### config.mk
export PLATFORM = sky130hd
export DESIGN_NAME = watch_mode_ctrl
export DESIGN_NICKNAME = d
export VERILOG_FILES = /design/src/rtl/watch_mode_ctrl.sv
export SDC_FILE = /design/constraint.sdc
export NUM_CORES = 1
export LEC_CHECK = 0
export ABC_AREA = 1
export CAP_MARGIN = 10
export CORE_MARGIN = 1.5
export CORE_UTILIZATION = 52
export DETAILED_ROUTE_END_ITERATION = 8
export GPL_ROUTABILITY_DRIVEN = 1
export GPL_TIMING_DRIVEN = 0
export PLACE_DENSITY = 0.92
export SKIP_LAST_GASP = 1
export SLEW_MARGIN = 20
export SYNTH_ARGS = -nofsm -noshare
export SYNTH_HDL_FRONTEND = slang
export SYNTH_SLANG_ARGS = --single-unit
### constraint.sdc
create_clock -name clk -period 2.25 [get_ports clk]
set_clock_uncertainty 0.1 [all_clocks]
set_input_delay 0.45 -clock clk [delete_from_list [all_inputs] [get_ports clk]]
set_output_delay 0.45 -clock clk [all_outputs]
set_load 0.1 [all_outputs]
### src/rtl/watch_mode_ctrl.sv
// Watch mode controller: button routing, mode select, alarm arbitration.
// Optional idle auto-return to clock mode under WATCH_AUTO_RETURN_EN.
module watch_mode_ctrl #(
  parameter int NUM_MODES   = 7,
  parameter int RING_CYCLES = 30000,
  parameter int IDLE_CYCLES = 60000
) (
  input  logic                 clk,
  input  logic                 rst_n,
  input  logic [5:0]           btn_i,
  input  logic [NUM_MODES-1:0] norm_i,
  input  logic [NUM_MODES-1:0] alarm_req_i,
  output logic [NUM_MODES-1:0] btn_en_o,
  output logic [5:0]           btn_pulse_o,
  output logic [2:0]           mode_o,
  output logic [NUM_MODES-1:0] ack_o,
  output logic [7:0]           o_m,
  output logic                 alarm
);

  localparam int RW = $clog2(RING_CYCLES + 1);
  localparam logic [RW-1:0] RING_END = RW'(RING_CYCLES - 1);
  localparam logic [2:0] LAST = 3'(NUM_MODES - 1);

  localparam int B_ESC   = 5;
  localparam int B_ENTER = 4;
  localparam int B_RIGHT = 3;
  localparam int B_LEFT  = 2;

  typedef enum logic [1:0] {
    S_NAV  = 2'd0,
    S_ACT  = 2'd1,
    S_RING = 2'd2
  } state_t;

  state_t               state_q, state_d;
  state_t               sv_state_q, sv_state_d;
  logic [2:0]           mode_q, mode_d;
  logic [2:0]           sv_mode_q, sv_mode_d;
  logic [2:0]           src_q, src_d;
  logic [RW-1:0]        ring_cnt_q, ring_cnt_d;
  logic [NUM_MODES-1:0] mask_q, mask_d;
  logic [NUM_MODES-1:0] ack_q, ack_d;
  logic [5:0]           pulse_q, pulse_d;
  logic [5:0]           btn_prev_q;
  logic                 alarm_q, alarm_d;

`ifdef WATCH_AUTO_RETURN_EN
  localparam int IW = $clog2(IDLE_CYCLES + 1);
  localparam logic [IW-1:0] IDLE_END = IW'(IDLE_CYCLES - 1);
  logic [IW-1:0] idle_q, idle_d;
`endif

  logic [5:0]           rise;
  logic [5:0]           ev;
  logic                 ev_any;
  logic [NUM_MODES-1:0] pending;
  logic [2:0]           pend_src;
  logic [NUM_MODES-1:0] mode_oh;

  assign rise    = btn_i & ~btn_prev_q;
  assign ev_any  = |ev;
  assign pending = alarm_req_i & ~mask_q;
  assign mode_oh = NUM_MODES'(1) << mode_q;

  // One event per cycle; lower-priority simultaneous rises are dropped.
  always_comb begin
    ev = '0;
    priority case (1'b1)
      rise[5]: ev[5] = 1'b1;
      rise[4]: ev[4] = 1'b1;
      rise[3]: ev[3] = 1'b1;
      rise[2]: ev[2] = 1'b1;
      rise[1]: ev[1] = 1'b1;
      rise[0]: ev[0] = 1'b1;
      default: ev = '0;
    endcase
  end

  always_comb begin
    pend_src = '0;
    for (int i = NUM_MODES - 1; i >= 0; i--) begin
      if (pending[i]) pend_src = 3'(i);
    end
  end

  always_comb begin
    state_d    = state_q;
    sv_state_d = sv_state_q;
    mode_d     = mode_q;
    sv_mode_d  = sv_mode_q;
    src_d      = src_q;
    ring_cnt_d = ring_cnt_q;
    mask_d     = mask_q & alarm_req_i;
    ack_d      = '0;
    pulse_d    = '0;
    alarm_d    = alarm_q;
`ifdef WATCH_AUTO_RETURN_EN
    idle_d     = idle_q;
`endif
    case (state_q)
      S_RING: begin
`ifdef WATCH_AUTO_RETURN_EN
        idle_d = '0;
`endif
        if (!alarm_req_i[src_q] || ev_any || ring_cnt_q == RING_END) begin
          if (alarm_req_i[src_q]) begin
            ack_d[src_q]  = 1'b1;
            mask_d[src_q] = 1'b1;
          end
          state_d    = sv_state_q;
          mode_d     = sv_mode_q;
          alarm_d    = 1'b0;
          ring_cnt_d = '0;
        end else begin
          ring_cnt_d = ring_cnt_q + 1'b1;
        end
      end
      default: begin
        if (|pending) begin
          sv_state_d = state_q;
          sv_mode_d  = mode_q;
          state_d    = S_RING;
          mode_d     = pend_src;
          src_d      = pend_src;
          alarm_d    = 1'b1;
          ring_cnt_d = '0;
`ifdef WATCH_AUTO_RETURN_EN
          idle_d     = '0;
`endif
        end else begin
          if (state_q == S_NAV) begin
            if (ev[B_ENTER]) begin
              state_d = S_ACT;
            end else if (ev[B_RIGHT]) begin
              mode_d = (mode_q == LAST) ? 3'd0 : mode_q + 3'd1;
            end else if (ev[B_LEFT]) begin
              mode_d = (mode_q == 3'd0) ? LAST : mode_q - 3'd1;
            end
          end else begin
            if (ev[B_ESC] && norm_i[mode_q]) state_d = S_NAV;
            else pulse_d = ev;
          end
`ifdef WATCH_AUTO_RETURN_EN
          if (ev_any || !norm_i[mode_q]) begin
            idle_d = '0;
          end else if (idle_q == IDLE_END) begin
            idle_d  = '0;
            state_d = S_NAV;
            mode_d  = 3'd1;
          end else begin
            idle_d = idle_q + 1'b1;
          end
`endif
        end
      end
    endcase
  end

  always_ff @(posedge clk) begin
    if (!rst_n) begin
      state_q    <= S_NAV;
      sv_state_q <= S_NAV;
      mode_q     <= 3'd1;
      sv_mode_q  <= 3'd1;
      src_q      <= '0;
      ring_cnt_q <= '0;
      mask_q     <= '0;
      ack_q      <= '0;
      pulse_q    <= '0;
      btn_prev_q <= '0;
      alarm_q    <= 1'b0;
`ifdef WATCH_AUTO_RETURN_EN
      idle_q     <= '0;
`endif
    end else begin
      state_q    <= state_d;
      sv_state_q <= sv_state_d;
      mode_q     <= mode_d;
      sv_mode_q  <= sv_mode_d;
      src_q      <= src_d;
      ring_cnt_q <= ring_cnt_d;
      mask_q     <= mask_d;
      ack_q      <= ack_d;
      pulse_q    <= pulse_d;
      btn_prev_q <= btn_i;
      alarm_q    <= alarm_d;
`ifdef WATCH_AUTO_RETURN_EN
      idle_q     <= idle_d;
`endif
    end
  end

  assign btn_en_o    = (state_q == S_ACT) ? mode_oh : '0;
  assign btn_pulse_o = pulse_q;
  assign mode_o      = mode_q;
  assign ack_o       = ack_q;
  assign alarm       = alarm_q;
  assign o_m         = {alarm_q, 7'(mode_oh)};

endmodule

==> summary.md, run 1 <==
| Metric | Value |
|---|---|
| Run status | complete, no violations |
| Synth area leader | sky130_fd_sc_hd__dfxtp_1 |
| Worst Setup SP | alarm |
| Adder-cell share of the synthesized area | 0.0310 |
| CP Class | flop to output pin |
| Proportion of synthesized area in mux cells | 0 |
| CP endpoint | o_m[7] |
| Count of endpoints failing hold in the final timing report | 0 |
| Clock network latency to the later pin of the worst-skew pair | 0.30 ns |
| Fraction of registers with async set or reset after synthesis | 0 |
| Count of final max-slew check failures | 0 |
| Peak Freq | 0.455 GHz |
| Worst vdd rail ir drop | 0.401 mV |
| Final period util | 0.976 |
| Top-area cell type share of the netlist area | 0.390 |
| Critical Path End Type | output pin |
| CTS tree | done |
| R2r endpoint | mode_o[2] |
| Total number of H-tree levels | 2 |
| Total wirelength of the detailed-routed design | 6790 um |
| Vias in the first global route | 2703 |
| Via count of the routed design | 2886 |
| Final critical path time including I/O delays and setup | 2.20 ns |
| Initial drt markers | 261 |
| Cell area power density | 579 nW/um2 |
| Via count normalized by instance count | 5.22 |
| Post-Route M1 WL | 2880 um |
| Met3 wirelength from detailed routing | 389 um |
| Data arrival time of the critical path | 1.65 ns |
| Post-Synth Simple-Gate Area | 0.365 |
| Share of layout cells above drive strength 1 | 0.130 |
| Area growth, synth to finish | 26.9% |
| Hold_buf cts | 0 |
| Final weighted congestion in routability-driven placement | 0.922 |
| Detailed Routing Iterations Pass 1 | 6 |
| Largest net degree at the start of global routing | 16 |
| Count of antenna diodes in the layout | 0 |
| Gates resized, CTS repair | 99 |
| Starting density of the core | 0.546 |
| Yosys warnings | 0 |
| List of most frequent post-synthesis cells | sky130_fd_sc_hd__nand2_1 (115), sky130_fd_sc_hd__inv_1 (59), sky130_fd_sc_hd__nor2_1 (56), sky130_fd_sc_hd__dfxtp_1 (55), sky130_fd_sc_hd__nand3_1 (39) |
| Die Span X | 76.7 um |
| Antenna Violating Nets Remaining | 0 |
| Transition time at the pin with the least slew margin | 0.962 ns |
| Flop-to-flop setup slack | 0.34 ns |
| Seq cells post-synth | 55 |
| Leakage power | 1.67 nW |
| Antenna violations before repair | 0 |
| Tot Pwr | 2.07 mW |
| Row Count | 26 |
| Most numerous cell in the Yosys netlist | sky130_fd_sc_hd__nand2_1 |
| Startpoint of the most critical register-to-register path | ring_cnt_q[1] |
| Type of element launching the critical path | flop |
| Setup repair after global routing missed its margin | yes |
| Final HPWL from detailed placement | 5170 um |
| Total clock buffers created by CTS | 5 |
| Uppermost metal layer occupied by signal nets | met4 |
| Die footprint | 5880 um2 |
| Net count of the mapped netlist | 453 |
| Routed length per instance | 12.3 um |
| Sequential share of the synthesized area | 0.390 |
| Remaining global-route overflow | 0 |
| Core Box Area | 5170 um2 |
| Area of the mapped netlist | 2820 um2 |
| Nets | 512 |
| Post-synthesis average cell area | 6.66 um2 |
| Synth unique cells | 32 |
| Biggest fanout along the worst timing path | 3 |
| Input/output buffers | 52 |
| Fill cells | 433 |
| I/O pins | 54 |
| Buffers inserted during post-CTS setup optimization | 0 |
| Worst-case clock buffer depth | 2 |
| # DRC | 0 |
| Number of violations of the max-capacitance limit | 0 |
| Clock slew at the register clock pins of the worst setup and hold paths | 0.09 ns |
| Post-route worst hold slack | 0.371 ns |
| Worst slew slack as a fraction of its limit | 0.361 |
| Global-route wire length before repair | 11900 um |
| Largest family of logic cells by synthesized area | simple AND/OR/NAND/NOR gates |
| Master cell of the clock root buffer | sky130_fd_sc_hd__clkbuf_8 |
| Number of enable-type register cells in the synthesized netlist | 0 |
| Most area-consuming cells after synthesis | sky130_fd_sc_hd__dfxtp_1 (39%), sky130_fd_sc_hd__nand2_1 (15%), sky130_fd_sc_hd__inv_1 (7.8%), sky130_fd_sc_hd__nor2_1 (7.4%), sky130_fd_sc_hd__nand3_1 (6.9%) |
| Area fraction in compound gates after synthesis | 0.0851 |
| Xor-xnor portion of the synthesized cell area | 0.0217 |
| CTS Sinks | 55 |
| Leading register cell type out of synthesis | sky130_fd_sc_hd__dfxtp_1 |
| Met2 routed WL | 3370 um |
| Reg2reg path depth | 11 |
| Vertical extent of the die | 76.7 um |
| Req. time, crit path | 1.70 ns |
| Path type of the worst min-delay path | flop to flop |
| Gate count after technology mapping | 424 |
| Gr usage total | 0.247 |
| Setup violations, final | 0 |
[cells by family after synthesis]
kind of cell,Yosys count
and+or+nand+nor,235
buffers and inverters,75
DFF,55
AOI/OAI and AO/OA,45
xor gates and xnor gates,7
adders and majority gates,7
[sequential cells by signal, summed over array words and instances (netlist names)]
signal,count
btn_prev_q,6
ring_cnt_q,15
btn_pulse_o,6
mask_q,7
sv_mode_q,3
sv_state_q,2
alarm,1
mode_o,3
src_q,3
state_q,2
ack_o,7
[worst max-delay path, cell delays in order (launching register included)]
cell                            delay (ns)
sky130_fd_sc_hd__dfxtp_1              0.38
sky130_fd_sc_hd__buf_4                0.12
sky130_fd_sc_hd__dlygate4sd2_1        0.84
[area by class of cell]
class / count / area (um2) / share of cell area
inverter: 65 / 253 / 0.0706
multi-input combinational: 294 / 1510 / 0.421
timing repair buffer: 52 / 464 / 0.130
buffer: 10 / 57.6 / 0.0161
sequential: 55 / 1110 / 0.311
tap: 70 / 87.6 / 0.0245
clock buffer: 7 / 97.6 / 0.0273
[cell usage in the layout (no fill, tap or decap), types with 4 or more instances in the layout]
master	instances
sky130_fd_sc_hd__ha_1	5
sky130_fd_sc_hd__nor2_2	5
sky130_fd_sc_hd__nor3_1	5
sky130_fd_sc_hd__o21ai_0	13
sky130_fd_sc_hd__clkbuf_1	4
sky130_fd_sc_hd__inv_2	6
sky130_fd_sc_hd__nand3_1	39
sky130_fd_sc_hd__buf_4	13
sky130_fd_sc_hd__nand2_1	112
sky130_fd_sc_hd__o21ai_1	5
sky130_fd_sc_hd__dfxtp_1	52
sky130_fd_sc_hd__dlygate4sd2_1	18
sky130_fd_sc_hd__nand2_2	6
sky130_fd_sc_hd__a21oi_1	20
sky130_fd_sc_hd__nor2_4	6
sky130_fd_sc_hd__clkbuf_8	5
sky130_fd_sc_hd__nand4_1	7
sky130_fd_sc_hd__clkdlybuf4s50_1	20
sky130_fd_sc_hd__buf_2	5
sky130_fd_sc_hd__xor2_1	4
sky130_fd_sc_hd__nor2_1	48
sky130_fd_sc_hd__inv_1	55
[routing by layer]
| metal | global-route usage | up-vias |
|---|---|---|
| li1 | - | 1448 |
| met2 | 0.427 | 103 |
| met1 | 0.305 | 1318 |
| met3 | 0.0464 | 17 |
| met4 | 0.0926 | 0 |
| met5 | 0 | - |
[stage by stage]
stage	setup TNS, ns	setup WS (ns)	util	cell area, um2	std cells
finish	0	0.0530	0.692	3580	553
global placement	-7.12	-0.614	0.682	3530	546
detailed placement	-8.94	-0.620	0.682	3530	546
floorplan	-0.0566	-0.0490	-	2920	424
global route	-0.0195	-0.0195	0.692	3580	553
CTS	-0.0753	-0.0753	0.688	3560	553
[worst min path at each step]
stage | end | start | cells after the start
after global routing | mask_q[5] | mask_q[5] | 2
after detailed placement | mask_q[5] | mask_q[5] | 2
after floorplan | sv_state_q[0] | sv_state_q[0] | 2
after CTS | mask_q[5] | mask_q[5] | 2
final | mask_q[5] | mask_q[5] | 2
after global placement | mask_q[5] | mask_q[5] | 2
[report_power, final]
| group | total [mW] | leakage [nW] | internal [mW] | switching (mW) |
|---|---|---|---|---|
| logic | 0.468 | 1.17 | 0.131 | 0.337 |
| clock network | 0.588 | 0.0495 | 0.282 | 0.306 |
| registers | 1.02 | 0.449 | 0.999 | 0.0202 |
| total | 2.07 | 1.67 | 1.41 | 0.663 |
Power figures use the tool's default switching activity.
==> run 2: changes to the inputs <==
- clock period: 2.25 -> 2.2 ns (I/O delays scaled with it)
==> run 2 against run 1 <==
Against the previous run:
- power is 1.8% higher
- utilization is 1.1 points higher
- via count is 2.3% lower
- worst setup slack worse by 0.044 ns
- die area stayed put
==> summary.md, run 2 (synthesis results as in run 1) <==
| Metric | Value |
|---|---|
| Run status | complete, no violations |
| Total wirelength of the detailed-routed design | 6730 um (-0.90%) |
| Nets | 515 (+0.59%) |
| Via count normalized by instance count | 5.06 (-3.0%) |
| Setup violations, final | 0 (unchanged) |
| Hold_buf cts | 0 (unchanged) |
| Most frequent standard cell in the layout excluding fill and tap cells | sky130_fd_sc_hd__nand2_1 |
| Transition time at the pin with the least slew margin | 0.967 ns (+0.00492 ns) |
| Global-route wire length before repair | 11600 um (-2.1%) |
| Core Box Area | 5170 um2 (unchanged) |
| Vias in the first global route | 2700 (-0.11%) |
| Pre-CTS WS | -0.692 ns (-0.0720 ns) |
| Post-route worst hold slack | 0.377 ns (+0.00681 ns) |
| CTS tree | done |
| Final critical path time including I/O delays and setup | 2.19 ns |
| Share of layout cells above drive strength 1 | 0.142 (+0.0112) |
| Count of final max-slew check failures | 0 (unchanged) |
| # DRC | 0 (unchanged) |
| Type of element launching the critical path | flop |
| Clock network latency to the later pin of the worst-skew pair | 0.32 ns (+0.02 ns) |
| Worst slew slack as a fraction of its limit | 0.358 (-0.00327) |
| Post-detailed-placement cell area | 3550 um2 (+0.60%) |
| CTS Sinks | 55 (unchanged) |
| Remaining global-route overflow | 0 (unchanged) |
| Initial drt markers | 188 (-28%) |
| Peak Freq | 0.456 GHz |
| Gr usage total | 0.241 (-0.00680) |
| Die Span X | 76.7 um (unchanged) |
| Final weighted congestion in routability-driven placement | 0.895 (-3.0%) |
| Final period util | 0.996 |
| Most used cells in the layout excluding fill and tap cells | sky130_fd_sc_hd__nand2_1 (112), sky130_fd_sc_hd__inv_1 (54), sky130_fd_sc_hd__dfxtp_1 (52), sky130_fd_sc_hd__nor2_1 (49), sky130_fd_sc_hd__nand3_1 (39) |
| Register with the most flip-flops | ring_cnt_q |
| Biggest fanout along the worst timing path | 9 (+6) |
| Vertical extent of the die | 76.7 um (unchanged) |
| Setup repair after global routing missed its margin | yes |
| Worst-case clock buffer depth | 2 (unchanged) |
| Number of violations of the max-capacitance limit | 0 (unchanged) |
| Die footprint | 5880 um2 (unchanged) |
| Total number of H-tree levels | 2 (unchanged) |
| Total clock buffers created by CTS | 5 (unchanged) |
| Worst vdd rail ir drop | 0.436 mV (+8.8%) |
| Final HPWL from detailed placement | 4980 um (-3.7%) |
| Antenna violations before repair | 0 (unchanged) |
| Cell area power density | 581 nW/um2 (+0.25%) |
| Row Count | 26 (unchanged) |
| Leakage power | 1.67 nW (+0.27%) |
| I/O pins | 54 (unchanged) |
| Tot Pwr | 2.11 mW (+1.8%) |
| Path type of the worst min-delay path | flop to flop |
| Clock slew at the register clock pins of the worst setup and hold paths | 0.10 ns (about the same) |
| Via count of the routed design | 2821 (-2.3%) |
| Final standard cell area without fillers | 3640 um2 (+1.6%) |
| Data arrival time of the critical path | 1.65 ns (about the same) |
| Detailed Routing Iterations Pass 1 | 4 (-2) |
| Final design utilization | 0.703 (+0.0109) |
| Starting density of the core | 0.546 (unchanged) |
| Req. time, crit path | 1.66 ns (-0.04 ns) |
| Area growth, synth to finish | 28.9% |
| Largest net degree at the start of global routing | 19 (+3) |
| Count of antenna diodes in the layout | 0 (unchanged) |
| Master cell of the clock root buffer | sky130_fd_sc_hd__clkbuf_8 |
| Routed length per instance | 12.1 um (-1.6%) |
| CP Class | flop to output pin |
| Count of endpoints failing hold in the final timing report | 0 (unchanged) |
| Antenna Violating Nets Remaining | 0 (unchanged) |
| Critical Path End Type | output pin |
| Input/output buffers | 52 (unchanged) |
| Max reg flops | 15 (unchanged) |
| Final WS setup | 0.00882 ns (-0.0441 ns) |
==> run 2: cell types whose count changed in the layout (fill, tap and decap cells not counted), sizes merged <==
| cell | before | now |
|---|---|---|
| buf | 20 | 21 |
| clkdlybuf4s15 | 0 | 1 |
| clkinv | 2 | 4 |
| clkinvlp | 2 | 4 |
| dlygate4sd2 | 18 | 17 |
| inv | 61 | 60 |
==> run 2: final cells by class <==
type	count	area (um2)
clock inverter	3	25.0
tap	70	87.6
inverter	65	259
clock buffer	5	68.8
fill	419	1540
sequential	55	1110
timing repair buffer	55	500
buffer	10	60.1
multi-input combinational	294	1520
==> run 2: worst paths after layout <==
kind / from / slack [ns] / endpoint / depth (start not counted)
setup / recovery: mode_o[0] / 0.009 / btn_en_o[2] / 5
hold / removal: mask_q[4] / 0.38 / mask_q[4] / 2
setup reg to reg: ring_cnt_q[0] / 0.31 / ring_cnt_q[3] / 10
hold reg to reg: mask_q[4] / 0.38 / mask_q[4] / 2
==> run 2: routing by layer <==
layer	part of all wire	vias to the layer above	track usage
met5	0	-	0
met4	0.0094	0	0.0722
met3	0.051	6	0.0381
met2	0.51	79	0.419
met1	0.43	1280	0.304
li1	-	1456	-
==> run 2: critical path, stage by stage (launching register included) <==
cell and delay (ns):
sky130_fd_sc_hd__dfxtp_4 0.40, sky130_fd_sc_hd__inv_4 0.12, sky130_fd_sc_hd__ha_2 0.21, sky130_fd_sc_hd__inv_1 0.08, sky130_fd_sc_hd__nor3_4 0.17, sky130_fd_sc_hd__clkbuf_4 0.35
==> run 2: what timing repair did <==
item                       CTS  global route
setup buffers                0             3
setup endpoints to repair   32            12
gates resized for setup    102             9
==> run 2: metrics by stage <==
| stage | instances | setup TNS [ns] |
|---|---|---|
| 3_3_place_gp | 546 | -8.58 |
| 5_1_grt | 557 | -0.0889 |
| 3_5_place_dp | 546 | -9.34 |
| 2_1_floorplan | 424 | -0.273 |
| 6_report | 557 | 0 |
| 4_1_cts | 554 | -0.249 |
==> run 2: power breakdown <==
part           internal, mW  switching, mW  total, mW
clock                 0.228          0.356      0.584
combinational         0.142          0.342      0.484
sequential             1.02         0.0228       1.04
==> run 3: changes to the inputs <==
- PLACE_DENSITY: 0.92 -> 0.8
==> run 3 against run 2 <==
Against the previous run:
- cell count is 0.18% lower
- combinational power hardly changed
- via count is 1.2% higher
- largest cell class unchanged
==> summary.md, run 3 (synthesis results as in run 1) <==
| Metric | Value |
|---|---|
| Run status | complete, no violations |
| Clock slew at the register clock pins of the worst setup and hold paths | 0.09 ns (about the same) |
| Buffering stage count on the worst path with inverters included | 1 (-2) |
| Tot Pwr | 2.08 mW (-1.6%) |
| I/O pins | 54 (unchanged) |
| CTS Sinks | 55 (unchanged) |
| Req. time, crit path | 1.66 ns (about the same) |
| Instance count on the critical path | 1 (-4) |
| Peak Freq | 0.466 GHz (+2.1%) |
| Detailed Routing Iterations Pass 1 | 4 (unchanged) |
| Post-Route M1 WL | 2990 um (+3.0%) |
| Most used cells in the layout excluding fill and tap cells | sky130_fd_sc_hd__nand2_1 (112), sky130_fd_sc_hd__inv_1 (54), sky130_fd_sc_hd__dfxtp_1 (52), sky130_fd_sc_hd__nor2_1 (47), sky130_fd_sc_hd__nand3_1 (39) |
| Final WS setup | 0.0541 ns (+0.0453 ns) |
| Hold depth | 2 (unchanged) |
| Antenna violations before repair | 0 (unchanged) |
| Share of layout cells above drive strength 1 | 0.144 (+0.00235) |
| Register with the most flip-flops | ring_cnt_q |
| Number of cells in the finished layout apart from fillers | 556 (-0.18%) |
| Ordered cell list for the critical path | dlygate4sd2_1 |
| Global-route wire length before repair | 11400 um (-1.8%) |
| Count of endpoints failing hold in the final timing report | 0 (unchanged) |
| Net Switching | 693 uW (-3.9%) |
| Final HPWL from detailed placement | 4960 um (-0.26%) |
| Family with the most delay on the worst path | buffers and inverters |
| Post-detailed-placement cell area | 3550 um2 (unchanged) |
| Data arrival time of the critical path | 1.61 ns (-0.04 ns) |
| Hold_buf cts | 0 (unchanged) |
| Cell area power density | 572 nW/um2 (-1.5%) |
| Vertical extent of the die | 76.7 um (unchanged) |
| Number of violations of the max-capacitance limit | 0 (unchanged) |
| Remaining global-route overflow | 0 (unchanged) |
| Met2 routed WL | 3230 um (-5.6%) |
| Final standard cell area without fillers | 3630 um2 (-0.10%) |
| Master cell of the clock root buffer | sky130_fd_sc_hd__clkbuf_8 |
| Internal power | 1.39 mW (-0.41%) |
| Via count normalized by instance count | 5.14 (+1.4%) |
| Worst-case clock buffer depth | 2 (unchanged) |
| Total wirelength of the detailed-routed design | 6640 um (-1.4%) |
| Worst slew slack as a fraction of its limit | 0.358 (+0.000457) |
| Largest net degree at the start of global routing | 18 (-1) |
| Sequential fraction of design power | 0.502 (+0.008) |
| Uppermost metal layer occupied by signal nets | met4 |
| Die footprint | 5880 um2 (unchanged) |
| Die Span X | 76.7 um (unchanged) |
| Starting density of the core | 0.546 (unchanged) |
| # DRC | 0 (unchanged) |
| Transition time at the pin with the least slew margin | 0.967 ns (-0.000688 ns) |
| Final critical path time including I/O delays and setup | 2.15 ns (-0.0453 ns) |
| CP Class | flop to output pin |
| Critical Path End Type | output pin |
| Worst vdd rail ir drop | 0.465 mV (+6.6%) |
| CTS tree | done |
| Final weighted congestion in routability-driven placement | 0.861 (-3.7%) |
| Share of total power consumed by net switching | 0.333 (-0.00798) |
| Path type of the worst min-delay path | flop to flop |
| Reg2reg path depth | 8 (-2) |
| Final design utilization | 0.702 (-0.000726) |
| DP Cell Count | 546 (unchanged) |
| Gr usage total | 0.235 (-0.00582) |
| Type of element launching the critical path | flop |
| Clock network latency to the later pin of the worst-skew pair | 0.31 ns (about the same) |
| Antenna Violating Nets Remaining | 0 (unchanged) |
| Setup violations, final | 0 (unchanged) |
| Vias in the first global route | 2576 (-4.6%) |
| Count of antenna diodes in the layout | 0 (unchanged) |
| Total number of H-tree levels | 2 (unchanged) |
| Slowest cell on crit path | sky130_fd_sc_hd__dlygate4sd2_1 |
| Row Count | 26 (unchanged) |
| Nets | 514 (-0.19%) |
| Biggest cell delay along the critical path | 0.87 ns (+0.47 ns) |
| Post-route worst hold slack | 0.372 ns (-0.00590 ns) |
| Core Box Area | 5170 um2 (unchanged) |
| Initial drt markers | 119 (-37%) |
| Area growth, synth to finish | 28.7% |
| Met3 wirelength from detailed routing | 324 um (-5.5%) |
| Relative contribution of the clock network to total power | 0.266 (-0.011) |
| Routed length per instance | 11.9 um (-1.2%) |
| Via count of the routed design | 2856 (+1.2%) |
| Fill cells | 462 (+10%) |
| Final period util | 0.975 (-0.0206) |
| Total clock buffers created by CTS | 5 (unchanged) |
| Input/output buffers | 52 (unchanged) |
| Post-route setup TNS | 0 ns (unchanged) |
| Count of final max-slew check failures | 0 (unchanged) |
| Biggest fanout along the worst timing path | 8 (-1) |
| Pre-CTS WS | -0.668 ns (+0.0238 ns) |
| Leakage power | 1.67 nW (about the same) |
| Combinational Power Share | 0.232 (+0.003) |
| Max reg flops | 15 (unchanged) |
| Most frequent standard cell in the layout excluding fill and tap cells | sky130_fd_sc_hd__nand2_1 |
==> run 3: changes by cell type in the layout (fill, tap and decap cells not counted), moves of 2 or more <==
cell	delta
sky130_fd_sc_hd__clkinv_2	+2
sky130_fd_sc_hd__nor2_1	-2
sky130_fd_sc_hd__buf_4	-3
sky130_fd_sc_hd__buf_6	+4
sky130_fd_sc_hd__nor2_2	+2
sky130_fd_sc_hd__clkinv_4	-2
==> run 3: what timing repair did <==
| action | 4_1_cts | 5_1_grt |
|---|---|---|
| pin swaps | 0 | 1 |
| gates resized for setup | 100 | 15 |
| hold endpoints to repair | 0 | 0 |
| setup endpoints to repair | 32 | 26 |
| buffers inserted | 0 | 2 |
==> run 3: final cells by class <==
type,count,area (um2),area share
repair buffers,54,495,0.136
clock inverters,3,18.8,0.00517
well taps,70,87.6,0.0241
plain buffers,10,62.6,0.0172
flip-flops and latches,55,1110,0.306
multi-input cells,294,1530,0.421
inverters,65,259,0.0713
clock buffers,5,68.8,0.0189
==> run 3: worst paths after layout <==
path / start / end / slack, ns
worst max-delay path: mode_o[0] / mode_o[0] / 0.05
worst min-delay path: mask_q[2] / mask_q[2] / 0.37
worst max register to register: ring_cnt_q[0] / ring_cnt_q[12] / 0.29
worst min register to register: mask_q[2] / mask_q[2] / 0.37
==> run 3: power by group through the flow <==
stage | Clock [mW] | Combinational (mW) | Sequential [mW]
6_report | 0.553 | 0.482 | 1.04
5_1_grt | 0.612 | 0.521 | 1.05
4_1_cts | 0.570 | 0.473 | 1.04
3_5_place_dp | 0 | 0.482 | 1.07
3_3_place_gp | 0 | 0.476 | 1.07
2_1_floorplan | 0 | 0.298 | 1.12
==> run 3: per-layer routing <==
layer  vias up  global-route usage
met4         0              0.0611
met2        76               0.405
li1       1454                   -
met1      1314               0.301
met3        12              0.0417
met5         -                   0
